## src/rtl/demux_router.sv

```systemverilog
// Registered 1-to-8 demultiplexer with valid/ready handshakes.
// Each output channel has a one-entry holding register, so one stalled consumer never blocks the others.
module demux_router #(
  parameter int unsigned nBit = 8
) (
  input  logic            clk,
  input  logic            rst_n,
  input  logic [nBit-1:0] in_data,
  input  logic [2:0]      Sel,
  input  logic            in_valid,
  output logic            in_ready,
  output logic [nBit-1:0] out0,
  output logic [nBit-1:0] out1,
  output logic [nBit-1:0] out2,
  output logic [nBit-1:0] out3,
  output logic [nBit-1:0] out4,
  output logic [nBit-1:0] out5,
  output logic [nBit-1:0] out6,
  output logic [nBit-1:0] out7,
  output logic [7:0]      out_valid,
  input  logic [7:0]      out_ready
);

  logic [7:0]      full_q, full_d;
  logic [nBit-1:0] data_q [8];
  logic [nBit-1:0] data_d [8];
  logic            accept;

  // A channel that drains this cycle can take a new word in the same cycle.
  assign in_ready = rst_n & (~full_q[Sel] | out_ready[Sel]);
  assign accept   = in_valid & in_ready;

  always_comb begin
    full_d = full_q;
    for (int k = 0; k < 8; k++) begin
      data_d[k] = data_q[k];
      if (accept && (Sel == 3'(k))) begin
        data_d[k] = in_data;
        full_d[k] = 1'b1;
      end else if (full_q[k] && out_ready[k]) begin
        full_d[k] = 1'b0;
      end
    end
  end

  always_ff @(posedge clk or negedge rst_n) begin
    if (!rst_n) begin
      full_q <= '0;
      for (int k = 0; k < 8; k++) begin
        data_q[k] <= '0;
      end
    end else begin
      full_q <= full_d;
      for (int k = 0; k < 8; k++) begin
        data_q[k] <= data_d[k];
      end
    end
  end

  assign out_valid = full_q;
  assign out0      = data_q[0];
  assign out1      = data_q[1];
  assign out2      = data_q[2];
  assign out3      = data_q[3];
  assign out4      = data_q[4];
  assign out5      = data_q[5];
  assign out6      = data_q[6];
  assign out7      = data_q[7];

endmodule
```

## config.mk

```make
export PLATFORM = sky130hd
export DESIGN_NAME = demux_router
export DESIGN_NICKNAME = d
export VERILOG_FILES = /design/src/rtl/demux_router.sv
export SDC_FILE = /design/constraint.sdc
export NUM_CORES = 1
export LEC_CHECK = 0
export ABC_AREA = 1
export CELL_PAD_IN_SITES_DETAIL_PLACEMENT = 1
export CELL_PAD_IN_SITES_GLOBAL_PLACEMENT = 2
export CORE_MARGIN = 3
export CORE_UTILIZATION = 25
export CTS_BUF_LIST = sky130_fd_sc_hd__clkbuf_4 sky130_fd_sc_hd__clkbuf_8
export CTS_CLUSTER_DIAMETER = 100
export DETAILED_ROUTE_END_ITERATION = 7
export PLACE_DENSITY = 0.76
export SYNTH_ARGS = -nofsm -noshare
export SYNTH_HDL_FRONTEND = slang
export SYNTH_SLANG_ARGS = --single-unit
```

## constraint.sdc

```tcl
create_clock -name clk -period 4.1 [get_ports clk]
set_input_delay 0.41 -clock clk [delete_from_list [all_inputs] [get_ports clk]]
set_output_delay 0.41 -clock clk [all_outputs]
set_load 0.05 [all_outputs]
```

==> flow_summary.toml <==
[run_status]
status = "finished, final reports clean"

[setup_path]
r2r_setup_slack_ns = 2.10
critPathCapture = "in_ready"
crit_required_ns = 3.69
critPathMaxStageDelay_ns = 0.81
crit_fanout = 12
reg2reg_to = "out3[2]$_DFFE_PN0P_"
arrival_ns = 2.61
crit_start = "Sel[0]"
crit_top_cell = "nand2_1"
reg2reg_from = "out_valid[3]$_DFFE_PN0P_"
crit_chain = "clkdlybuf4s50_1, nand2_1, inv_2, nand2_1, nand2_1, nor2_2, nand2_1, nand2_1, nor2_4, clkdlybuf4s50_1"
worstRegToRegCells = 10
path_class = "in -> out"
crit_path_top_delay_cell = "clkdlybuf4s50_1"
end_kind = "output pin"
start_kind = "input port"

[worst_hold_path]
min_path_type = "in -> async"

[power_and_ir_drop]
combinationalPowerShare_pct = 42.1
power_density_mw_per_mm2 = 569
power_frac_clock_pct = 20.7
swShare_pct = 44.3
power_frac_seq_pct = 37.2
switching_power_mw = 1.13
vdd_drop_max_mv = 0.203
internal_power_mw = 1.42
cellLeakagePower_nw = 2.08
finalPower_mw = 2.55

[timing]
slew_viol_final = 0
max_clock_freq_mhz = 331
fin_crit_sh_pct = 73.6
period_needed_ns = 3.02
fin_skew_ns = 0.00874
tns_ns = 0
setup_viol = 0
hold_viol = 0
tightest_slew_ns = 0.927
slew_headroom_pct = 38.2
rsz0062_at_grt = "no"

[route]
drc = 0
vias = 3009
postRouteWirelength_um = 11300
vias_per_cell = 4.76
ant_nets = 0
wl_per_cell_um = 17.9
drtPass1Iterations = 4
drt_iter0_markers = 201

[finish]
drive_above_1_share_pct = 8.26
instances_no_fill = 632
insertedDiodeCount = 0
n_fill_cell = 1509
fin_nets = 477
final_area_mm2 = 0.00448
area_growth_pct = 37.7

[global_routing]
antenna_found_initial = 0
grt.total_usage_pct = 16.4
met2_usage_pct = 23.8
met1_usage_pct = 23.8
grt_pass1_vias = 3194
grt_pass1_wl_um = 18200
grt-ovfl-total = 0
grt-busiest-layer = "met2"
grt_util_met3_pct = 4.19
grt_max_degree = 71

[synth]
netlist_instances = 370
ys_seq_elements = 72
synth_cell_types = 18
avgSynthCellArea_um2 = 8.79
netlist_area_mm2 = 0.00325
yosysWarningCount = 0
yosysSeqAreaShare_pct = 55.4
syn_nets = 392

[floorplan]
ios = 95
num_rows = 41
dieHeight_um = 120
fp.dieW_um = 120
start_util_pct = 25.7
dieArea_mm2 = 0.0144
coreArea_mm2 = 0.0127

[placed_design]
gp_congestion = 0.779
dp_cells = 615
postPlaceCellArea_mm2 = 0.00429
hpwl_um = 7610
port-buffer-count = 94

[cts]
tritoncts = "done"
clkTransAtPathRegs_ns = 0.08
cts_root_buffer = "clkbuf_8"
cts.path.max_buffers = 2
cts_buffers = 9
cts_setup_buffers = 0
worst_skew_pair.late_latency_ns = 0.36
htreeDepth = 3
clkSinkCount = 72

[run]
cap_violations = 0
[flip-flops by register name, indices dropped and copies added, names as in the netlist]
name / count
out_valid: 8
out5: 8
out6: 8
out1: 8
out2: 8
out4: 8
out3: 8
out0: 8
out7: 8
[power by group through the flow]
stage	Clock, mW	Combinational, mW	Sequential, mW
2_1_floorplan	0	0.173	1.46
3_3_place_gp	0	1.07	0.960
6_report	0.526	1.07	0.947
5_1_grt	0.585	1.13	0.968
4_1_cts	0.545	1.08	0.951
3_5_place_dp	0	1.08	0.962
[kinds of logic after synthesis]
group,after synthesis,synth area share (%)
AOI/OAI and AO/OA,12,2.19
buffers and inverters,41,6.31
DFF,72,55.4
and+or+nand+nor,245,36.1
[placed cells by master, fill, tap and decap left out, drive strengths merged]
| master | netlist | layout |
|---|---|---|
| dlygate4sd3 | 0 | 1 |
| a21oi | 1 | 1 |
| nor2 | 15 | 15 |
| dfrtp | 72 | 72 |
| clkinv | 0 | 2 |
| clkdlybuf4s50 | 0 | 92 |
| clkinvlp | 0 | 3 |
| o21ai | 11 | 11 |
| buf | 18 | 6 |
| nand2 | 153 | 153 |
| nand4 | 73 | 73 |
| clkbuf | 7 | 11 |
| nand3 | 4 | 4 |
| inv | 16 | 16 |
[critical path, delay by kind of cell]
kind                   cells  cell delay (ns)
and+or+nand+nor            7             0.61
buffers and inverters      3             1.60
[layer usage]
layer / wire length (um) / share of wire [%]
met5: 0 / 0
met4: 171 / 1.5
met3: 676 / 6.0
met2: 4960 / 44
met1: 5520 / 49
[area by class of cell]
| class | count | area [um^2] | area share [%] |
|---|---|---|---|
| multi-input cells | 257 | 1250 | 27.9 |
| flip-flops and latches | 72 | 1800 | 40.2 |
| well taps | 172 | 215 | 4.81 |
| clock inverters | 5 | 32.5 | 0.727 |
| repair buffers | 99 | 973 | 21.7 |
| inverters | 16 | 60.1 | 1.34 |
| clock buffers | 11 | 145 | 3.24 |
[timing repair]
item                      CTS  global route
hold endpoints to repair    2             0
gates resized for setup     0             0
hold buffers                1             0
[worst min path at each step]
stage                     startpoint                  end  slack, ns  depth (start not counted)
after floorplan                rst_n  out0[0]$_DFFE_PN0P_       0.11                          0
after detailed placement       rst_n  out5[7]$_DFFE_PN0P_       0.22                          1
final                          rst_n  out5[7]$_DFFE_PN0P_       0.39                          2
after global routing           rst_n  out5[7]$_DFFE_PN0P_       0.37                          2
after global placement         rst_n  out5[7]$_DFFE_PN0P_       0.22                          1
after CTS                      rst_n  out5[7]$_DFFE_PN0P_       0.37                          2
[per-stage QoR]
step                hold slack [ns]  setup WS (ns)  util, %
floorplan                     0.114           2.27        -
global placement              0.219           1.12     33.9
detailed placement            0.218           1.07     33.9
CTS                           0.372           1.06     35.3
global route                  0.368          0.881     35.3
finish                        0.387           1.08     35.3
[Yosys cell counts (all sizes together)]
cell    number  share of area, %
nand4       73                16
nor2        15               2.0
o21ai       11               1.7
inv         16               1.8
clkbuf       7              0.81
nand2      153                18
buf         18               3.7
dfrtp       72                55
nand3        4              0.77
a21oi        1              0.50
(Power assumes the default switching activity.)
